[config.mk]
export PLATFORM = sky130hd
export DESIGN_NAME = frog_controller
export DESIGN_NICKNAME = d
export VERILOG_FILES = /design/src/rtl/frog_controller.sv
export SDC_FILE = /design/constraint.sdc
export NUM_CORES = 1
export LEC_CHECK = 0
export BUFFER_PORTS_ARGS = -buffer_cell sky130_fd_sc_hd__buf_2
export CORE_MARGIN = 3
export CORE_UTILIZATION = 30
export DETAILED_ROUTE_END_ITERATION = 6
export SYNTH_ARGS = -nofsm -noshare
export SYNTH_HDL_FRONTEND = slang
export SYNTH_SLANG_ARGS = --single-unit
[constraint.sdc]
create_clock -name frame_clk -period 3.3 [get_ports frame_clk]
set_input_delay 0.33 -clock frame_clk [delete_from_list [all_inputs] [get_ports frame_clk]]
set_output_delay 0.33 -clock frame_clk [all_outputs]
set_load 0.02 [all_outputs]
[src/rtl/frog_controller.sv]
// -----------------------------------------------------------------------------
// frog_controller
//   Player-side controller for the frogger playfield. Decodes WASD keycodes
//   into grid hops, paces each hop, sequences death/respawn, and keeps the
//   lives count, score and game-over flag. One state update per video frame.
//
//   Optional feature (compile-time macro FROG_RESPAWN_GRACE_EN):
//     when defined, every respawn starts a GRACE_FRAMES invulnerability window
//     during which car collisions are ignored.
//
// Ports:
//   frame_clk      in   1          frame-rate clock, all state on rising edge
//   Reset          in   1          asynchronous active-high reset
//   keycode        in   8          USB HID keycode, 0 = no key
//   Car_Collision  in   NUM_LANES  per-lane collision flags, OR-reduced
//   Frog_X         out  11         frog left edge (pixels)
//   Frog_Y         out  11         frog top edge (pixels)
//   Frog_Dir       out  2          facing: 0 up, 1 left, 2 down, 3 right
//   Frog_Dead      out  1          high during death animation / game over
//   Lives          out  3          remaining lives
//   Score          out  10         score, saturates at 999
//   Game_Over      out  1          sticky once lives are exhausted
// -----------------------------------------------------------------------------
module frog_controller #(
    parameter logic [10:0] START_X      = 11'd320,
    parameter logic [10:0] START_Y      = 11'd440,
    parameter logic [10:0] STEP         = 11'd40,
    parameter logic [10:0] X_MAX        = 11'd600,
    parameter logic [10:0] HOME_Y       = 11'd0,
    parameter int          NUM_LANES    = 8,
    parameter int          HOP_FRAMES   = 4,
    parameter int          DEATH_FRAMES = 60,
    parameter int          LIVES_INIT   = 3,
    parameter int          GRACE_FRAMES = 60
) (
    input  logic                 frame_clk,
    input  logic                 Reset,
    input  logic [7:0]           keycode,
    input  logic [NUM_LANES-1:0] Car_Collision,
    output logic [10:0]          Frog_X,
    output logic [10:0]          Frog_Y,
    output logic [1:0]           Frog_Dir,
    output logic                 Frog_Dead,
    output logic [2:0]           Lives,
    output logic [9:0]           Score,
    output logic                 Game_Over
);

    localparam int         CNT_MAX   = (DEATH_FRAMES > HOP_FRAMES) ? DEATH_FRAMES : HOP_FRAMES;
    localparam int         CNT_W     = $clog2(CNT_MAX + 1);
    localparam logic [9:0] SCORE_MAX = 10'd999;

    typedef enum logic [1:0] {
        ST_ALIVE,
        ST_HOP,
        ST_DYING,
        ST_GAME_OVER
    } state_e;

    state_e           state_q, state_d;
    logic [10:0]      x_q, x_d;
    logic [10:0]      y_q, y_d;
    logic [1:0]       dir_q, dir_d;
    logic             dead_q, dead_d;
    logic [2:0]       lives_q, lives_d;
    logic [9:0]       score_q, score_d;
    logic             over_q, over_d;
    logic [CNT_W-1:0] cnt_q, cnt_d;
    logic [7:0]       key_prev_q, key_prev_d;
    logic [10:0]      best_y_q, best_y_d;   // lowest Y reached this life

`ifdef FROG_RESPAWN_GRACE_EN
    localparam int      GRACE_W = $clog2(GRACE_FRAMES + 1);
    logic [GRACE_W-1:0] grace_q, grace_d;
`endif

    logic        key_valid;
    logic        press;
    logic        hit;
    logic        in_bounds;
    logic [1:0]  key_dir;
    logic [11:0] cand_x;
    logic [11:0] cand_y;

    function automatic logic [9:0] sat_add(input logic [9:0] s, input logic [3:0] inc);
        logic [10:0] sum;
        sum = {1'b0, s} + {7'd0, inc};
        return (sum > {1'b0, SCORE_MAX}) ? SCORE_MAX : sum[9:0];
    endfunction

`ifdef FROG_RESPAWN_GRACE_EN
    assign hit = (|Car_Collision) && (grace_q == '0);
`else
    assign hit = |Car_Collision;
`endif

    // Candidate position is computed one bit wider so an underflow (X=0 going
    // left, Y=0 going up) shows up in bit 11 and fails the bounds check
    // instead of wrapping to a large legal-looking value.
    always_comb begin
        // NOTE: every output of a combinational block gets a default first so
        // no path leaves it unassigned, which would otherwise infer a latch.
        key_valid = 1'b1;
        key_dir   = 2'd0;
        cand_x    = {1'b0, x_q};
        cand_y    = {1'b0, y_q};
        case (keycode)
            8'h1A:   begin key_dir = 2'd0; cand_y = {1'b0, y_q} - {1'b0, STEP}; end
            8'h04:   begin key_dir = 2'd1; cand_x = {1'b0, x_q} - {1'b0, STEP}; end
            8'h16:   begin key_dir = 2'd2; cand_y = {1'b0, y_q} + {1'b0, STEP}; end
            8'h07:   begin key_dir = 2'd3; cand_x = {1'b0, x_q} + {1'b0, STEP}; end
            default: key_valid = 1'b0;
        endcase
        // A changed keycode is a fresh press, so W->A without release moves left.
        press     = key_valid && (keycode != key_prev_q);
        in_bounds = !cand_x[11] && (cand_x <= {1'b0, X_MAX}) &&
                    !cand_y[11] && (cand_y >= {1'b0, HOME_Y}) && (cand_y <= {1'b0, START_Y});
    end

    always_comb begin
        state_d    = state_q;
        x_d        = x_q;
        y_d        = y_q;
        dir_d      = dir_q;
        dead_d     = dead_q;
        lives_d    = lives_q;
        score_d    = score_q;
        over_d     = over_q;
        cnt_d      = cnt_q;
        best_y_d   = best_y_q;
        key_prev_d = keycode;
`ifdef FROG_RESPAWN_GRACE_EN
        grace_d    = (grace_q != '0) ? grace_q - GRACE_W'(1) : grace_q;
`endif

        case (state_q)
            ST_ALIVE, ST_HOP: begin
                if (hit) begin
                    // Death takes priority over any key press or hop completion.
                    state_d = ST_DYING;
                    lives_d = (lives_q != 3'd0) ? lives_q - 3'd1 : 3'd0;
                    cnt_d   = CNT_W'(DEATH_FRAMES - 1);
                    dead_d  = 1'b1;
                end else if (state_q == ST_HOP) begin
                    if (cnt_q == '0) begin
                        state_d = ST_ALIVE;
                        if (y_q == HOME_Y) begin
                            score_d  = sat_add(score_q, 4'd10);
                            x_d      = START_X;
                            y_d      = START_Y;
                            best_y_d = START_Y;
`ifdef FROG_RESPAWN_GRACE_EN
                            grace_d  = GRACE_W'(GRACE_FRAMES);
`endif
                        end else if (y_q < best_y_q) begin
                            score_d  = sat_add(score_q, 4'd1);
                            best_y_d = y_q;
                        end
                    end else begin
                        cnt_d = cnt_q - CNT_W'(1);
                    end
                end else if (press) begin
                    dir_d = key_dir;
                    if (in_bounds) begin
                        x_d     = cand_x[10:0];
                        y_d     = cand_y[10:0];
                        cnt_d   = CNT_W'(HOP_FRAMES - 1);
                        state_d = ST_HOP;
                    end
                end
            end

            ST_DYING: begin
                if (cnt_q == '0) begin
                    if (lives_q == 3'd0) begin
                        state_d = ST_GAME_OVER;
                        over_d  = 1'b1;
                    end else begin
                        state_d  = ST_ALIVE;
                        x_d      = START_X;
                        y_d      = START_Y;
                        dir_d    = 2'd0;
                        best_y_d = START_Y;
                        dead_d   = 1'b0;
`ifdef FROG_RESPAWN_GRACE_EN
                        grace_d  = GRACE_W'(GRACE_FRAMES);
`endif
                    end
                end else begin
                    cnt_d = cnt_q - CNT_W'(1);
                end
            end

            default: begin
                // Game over holds everything until reset.
            end
        endcase
    end

    // NOTE: state registers use non-blocking assignments so every flop samples
    // the pre-edge values, independent of statement order.
    always_ff @(posedge frame_clk or posedge Reset) begin
        if (Reset) begin
            state_q    <= ST_ALIVE;
            x_q        <= START_X;
            y_q        <= START_Y;
            dir_q      <= 2'd0;
            dead_q     <= 1'b0;
            lives_q    <= 3'(LIVES_INIT);
            score_q    <= 10'd0;
            over_q     <= 1'b0;
            cnt_q      <= '0;
            key_prev_q <= 8'd0;
            best_y_q   <= START_Y;
`ifdef FROG_RESPAWN_GRACE_EN
            grace_q    <= '0;
`endif
        end else begin
            state_q    <= state_d;
            x_q        <= x_d;
            y_q        <= y_d;
            dir_q      <= dir_d;
            dead_q     <= dead_d;
            lives_q    <= lives_d;
            score_q    <= score_d;
            over_q     <= over_d;
            cnt_q      <= cnt_d;
            key_prev_q <= key_prev_d;
            best_y_q   <= best_y_d;
`ifdef FROG_RESPAWN_GRACE_EN
            grace_q    <= grace_d;
`endif
        end
    end

    assign Frog_X    = x_q;
    assign Frog_Y    = y_q;
    assign Frog_Dir  = dir_q;
    assign Frog_Dead = dead_q;
    assign Lives     = lives_q;
    assign Score     = score_q;
    assign Game_Over = over_q;

endmodule

**After elaboration in Yosys (flattened, before gate mapping)**

Index checks and enable logic that the tools add are counted.

- Bitwise operators: 1
- Order comparisons: 6
- $add $sub $neg: 8
- Equal/unequal tests: 23
- Muxes and demuxes: 57
- Reductions and logical operators: 26

Operator list:

| kind | count |
|---|---|
| two-way mux 11 bit | 21 |
| one-hot mux 11 bit (2 select lines) | 3 |
| one-hot mux 12 bit (2 select lines) | 2 |
| two-way mux 10 bit | 4 |
| two-way mux 6 bit | 5 |
| adder 11 x 6 -> 12 bit, second input constant | 2 |
| two-way mux 2 bit | 12 |
| subtractor 11 x 6 -> 12 bit, second input constant | 2 |
| greater-than comparator 11 x 10 -> 1 bit, second input constant | 2 |
| equality test 8 x 3 -> 1 bit, second input constant | 2 |
| equality test 8 x 5 -> 1 bit, second input constant | 2 |
| != test 2 bit, second input constant | 8 |
| != test 3 bit, second input constant | 5 |
| >= comparator 12 x 1 -> 1 bit, second input constant | 1 |
| less-or-equal comparator 12 x 10 -> 1 bit, second input constant | 1 |
| less-or-equal comparator 12 x 9 -> 1 bit, second input constant | 1 |
| != test 4 bit, second input constant | 3 |
| one-hot mux 6 bit (2 select lines) | 1 |
| adder 10 x 1 -> 11 bit, second input constant | 1 |
| adder 10 x 4 -> 11 bit, second input constant | 1 |
| zero test 11 bit | 1 |
| less-than comparator 11 bit | 1 |
| AND reduction 5 bit | 2 |
| != test 8 bit | 1 |
| other kinds (26) | 37 |

- Flip-flop bits (word level): 66
- Output and inout bits: 39
- Logic and storage cells: 132

**Longest topological paths before layout**

- Word-level depth: 12
- Depth in mapped cells: 15
- Mapped depth without buffers: 14

**Worst setup path after synthesis**

No wires, ideal clock.

- Path type: input to register
- From: input port keycode[7]
- To: register y_q[3], in the netlist Frog_Y[3]
- Required time: 3.218 ns
- Setup slack: -0.735 ns
- Stages on the path: 14
- Path buffers: 0
- Arrival time: 3.953 ns
- Setup time: 0.082 ns
- Cell sequence: or4_4 > nor2_1 > nand3_1 > inv_1 > ha_1 > nor2b_1 > o21a_1 > o21bai_2 > a31oi_1 > or4_4 > a32oi_2 > nand4_2 > or4_4 > mux2_2

- Cells in the longest elaborated chain, start to end: 9
- Elaborated cells on any way between the ends: 27
- Classes of those cells: 3 x order compare; 7 x eq/ne; 8 x mux; 9 x reduce/logical

Ends and longest elaborated chain:

| element | line | RTL |
|---|---|---|
| start: declaration | 38 | `input logic [7:0] keycode,` |
| equality test 8 x 3 -> 1 bit | 107 | `case (keycode)` |
| one-hot mux 12 bit (2 select lines) | 107 |  |
| less-or-equal comparator 12 x 10 -> 1 bit or zero test 1 bit (tied branches) | 116 | `in_bounds = !cand_x[11] && (cand_x <= {1'b0, X_MAX}) &&` |
| logical AND 1 bit (2 in series) | 116 |  |
| logical AND 1 bit (2 in series) | 117 | `!cand_y[11] && (cand_y >= {1'b0, HOME_Y}) && (cand_y <= {1'b0, START_Y});` |
| != test 3 bit (no source line) | n/a |  |
| AND reduction 8 bit (no source line) | n/a |  |
| end signal: assignment | 221 | `y_q <= y_d;` |
| end: declaration | 62 | `logic [10:0] y_q, y_d;` |

Several ways; a longest one is shown, not always the timed one. The select of a mux whose other input is x is not followed.
A chain may end at the register's enable or synchronous reset.

**Worst setup path after layout**

Same ends and word-level chain as after synthesis.

==> flow_summary.ini <==
[run_status]
status = complete, but fails checks
violations = setup timing

[yosys]
synth-seq-cells = 58
avgSynthCellArea_sq_um = 8.55
yosysTopAreaCell = dfrtp_1
ys_warn_count = 0
postSynthCellCount = 528
synth_edf_count = 0
synthArstFlopShare_pct = 100
netlist-cell-type-count = 78
ys_seq_area_share_pct = 32.6
synth_area_sq_um = 4510
ys_top_cells_by_area = dfrtp_1 (24%), ha_1 (8.6%), dfstp_2 (8.2%)
synth_top_area_share_pct = 24.4
synthFlopType = dfrtp_1

[power_and_ir_drop]
p_per_area_nw_per_um2 = 279
ir_drop_mv = 0.229
p_leak_nw = 2.86
total_power_mw = 1.75

[global_routing]
grt-ovfl-total = 0
grt_usage_pct = 16.0
grt_max_degree = 59
antenna_found_initial = 0
grt_pass1_wl_um = 21800
grt_pass1_vias = 4517

[clocking]
clk-insertion-delay-late_ps = 320
tritoncts = yes
cts_inserted_buffers = 9
clock_path_buffers = 2
root_buffer = clkbuf_16
cts.reportedPaths.clkPinSlew_ps = 50
h-tree-depth = 3
numClockSinks = 58

[detailed_routing]
wirelength_um = 12900
drc = 0
via_per_inst = 5.26
wire_per_inst_um = 15.1
highest_layer = met4
dr.pass1.iters = 4
wl_met2_um = 6220
drt_iter0_markers = 256
vias = 4494
wl_met1_um = 6070
wl_met3_um = 400
antenna_left = 0

[setup_path]
cp_top_family = simple AND/OR/NAND/NOR gates
start_kind = input port
path_common_cell = or4_4
crit_slowest_cell = or4_4
critPathBufInv = 2
critPathMaxFanout = 5
crit_path_end_kind = flip-flop
slowest_delay_ps = 580
critical_path_required_ps = 3550
cp.arrival_ps = 3830
criticalPathCategory = in2reg
cp_cell_sequence = buf_6, or4_4, nor2_4, nand3_4, buf_12, ha_1, o21a_1, o21bai_2, a31oi_2, or4_4, a32oi_4, nand4_2, or4_4, mux2_4

[sta]
slew_violations = 0
skew_ps = 8.49
relSlewSlack_pct = 47.2
clock.fmax_mhz = 279
fin_crit_sh_pct = 108
whs_ps = 217
final-hold-violation-count = 0
final-setup-viol-count = 16
rsz0062_at_grt = yes
worst_slew_pin_slew_ps = 792
setup_ws_ps = -279
min_period_ps = 3580

[layout]
antennaDiodeCount = 0
final_area_sq_um = 6280
layout-drive-gt1-share_pct = 36.7
layout_common_cells = buf_4 (93), buf_2 (48), dfrtp_1 (44), nand2_1 (44)
utilization_pct = 42.9
syn2layout_area_growth_pct = 39.1
nNetsFinal = 718
final_common_cell = buf_4

[worst_hold_path]
min_path_type = in2reg

[die]
core_area_sq_um = 14600
die_x_um = 129
dieArea_sq_um = 16500
die_h_um = 129
start_util_pct = 30.8
boundaryPins = 57
rows = 44

[placement]
dpl_cell_area_sq_um = 5570
port_buffers = 50
gp_congestion = 0.862
hpwl_um = 9240

[run]
cap_viol_max_count = 0
layout make-up:
| cell class | count | area [sq um] |
|---|---|---|
| Fill cell | 1413 | 8370 |
| Multi-Input combinational cell | 414 | 3130 |
| Sequential cell | 58 | 1470 |
| Timing Repair Buffer | 148 | 1030 |
| Clock buffer | 12 | 246 |
| Tap cell | 184 | 230 |
| Inverter | 36 | 138 |
| Clock inverter | 3 | 40.0 |
Yosys cell counts, types with 3 or more instances:
| cell type | instances |
|---|---|
| or4_4 | 3 |
| and2_1 | 9 |
| a21o_1 | 5 |
| nand3b_1 | 3 |
| mux2i_1 | 3 |
| ha_1 | 31 |
| o31ai_1 | 6 |
| o32ai_1 | 3 |
| o221ai_1 | 3 |
| clkbuf_1 | 14 |
| dfrtp_1 | 44 |
| dfstp_2 | 14 |
| a221oi_1 | 3 |
| xor2_1 | 5 |
| xnor2_1 | 18 |
| inv_1 | 35 |
| a31oi_1 | 16 |
| and3_1 | 6 |
| nor2b_1 | 9 |
| nor3b_1 | 3 |
| buf_4 | 6 |
| nor4_1 | 8 |
| o22ai_1 | 7 |
| nor3_1 | 17 |
| o21a_1 | 5 |
| a21oi_1 | 36 |
| nand2_1 | 46 |
| nand3_1 | 13 |
| o21ai_0 | 30 |
| a2bb2oi_1 | 4 |
| a22oi_1 | 4 |
| o2bb2ai_1 | 4 |
| a31o_2 | 4 |
| a211oi_1 | 4 |
| nand4_1 | 13 |
| nor2_1 | 35 |
| o211ai_1 | 3 |
| mux2_2 | 3 |
layer usage:
| layer | vias to the layer above | GRT usage, % |
|---|---|---|
| met5 | - | 0 |
| met4 | 0 | 6.24 |
| met3 | 19 | 2.41 |
| met2 | 86 | 25.9 |
| met1 | 2176 | 21.4 |
| li1 | 2213 | - |
per-stage QoR:
step                      setup TNS, ps  setup slack, ps  instances
after floorplan                   -5170             -474        533
after global placement           -13020             -747        826
after detailed placement         -13920             -795        826
after CTS                         -2050             -246        849
after global routing              -5360             -383        855
final                             -3180             -279        855
final timing paths:
path | start | end | slack [ps] | cells after the start
max | keycode[7] | Frog_Y[3]$_DFFE_PP1P_ | -280 | 14
min | keycode[7] | key_prev_q[7]$_DFF_PP0_ | 220 | 2
max reg2reg | Frog_Y[3]$_DFFE_PP1P_ | Frog_X[4]$_DFFE_PP0P_ | 70 | 14
min reg2reg | Game_Over$_DFFE_PP0P_ | Game_Over$_DFFE_PP0P_ | 460 | 1
max in group asynchronous | Reset | key_prev_q[3]$_DFF_PP0_ | 2550 | 3
min in group asynchronous | Reset | Score[8]$_DFFE_PP0P_ | 230 | 3
state kept, by name, indices dropped and copies added, names as in the netlist:
register    flops
Frog_Dir        2
Lives           3
cnt_q           6
Frog_Dead       1
Frog_X          8
best_y_q        9
Frog_Y          8
state_q         2
Score          10
Game_Over       1
key_prev_q      8
logic make-up after synthesis:
kind of cell	after synthesis	share of synthesized area [%]
other	1	0.0831
XOR/XNOR	23	4.46
buffers and inverters	61	6.05
multiplexers	6	1.41
AO/OA/AOI/OAI	161	24.2
flip-flops	58	32.6
adder cells (fa/ha/maj)	34	9.71
AND/OR/NAND/NOR	184	21.5
report_power, final:
group          leakage (nW)  switching [mW]  total, mW  internal (mW)
logic                  2.08          0.0585      0.101         0.0429
clock network         0.142           0.325      0.923          0.598
registers             0.633         0.00741      0.729          0.721
total                  2.86           0.391       1.75           1.36
worst reg2reg max path, stage by stage, from the launching register on:
cell and delay [ps]:
dfstp_2 520, inv_1 90, fa_1 450, nor2b_1 130, o21a_1 150, a31oi_1 100, buf_4 160, o21a_1 190
o221a_2 290, nor3b_4 270, a31oi_4 140, buf_6 140, a211oi_2 180, buf_4 190, o32ai_1 100
repair_timing:
item                       4_1_cts  5_1_grt
setup buffers                    8        6
pin swaps                       12       16
gates cloned                     0        0
setup endpoints to repair       22       23
hold buffers                     0        0
gates resized for setup         18       35
No activity file was read; power rests on OpenSTA's default activity.
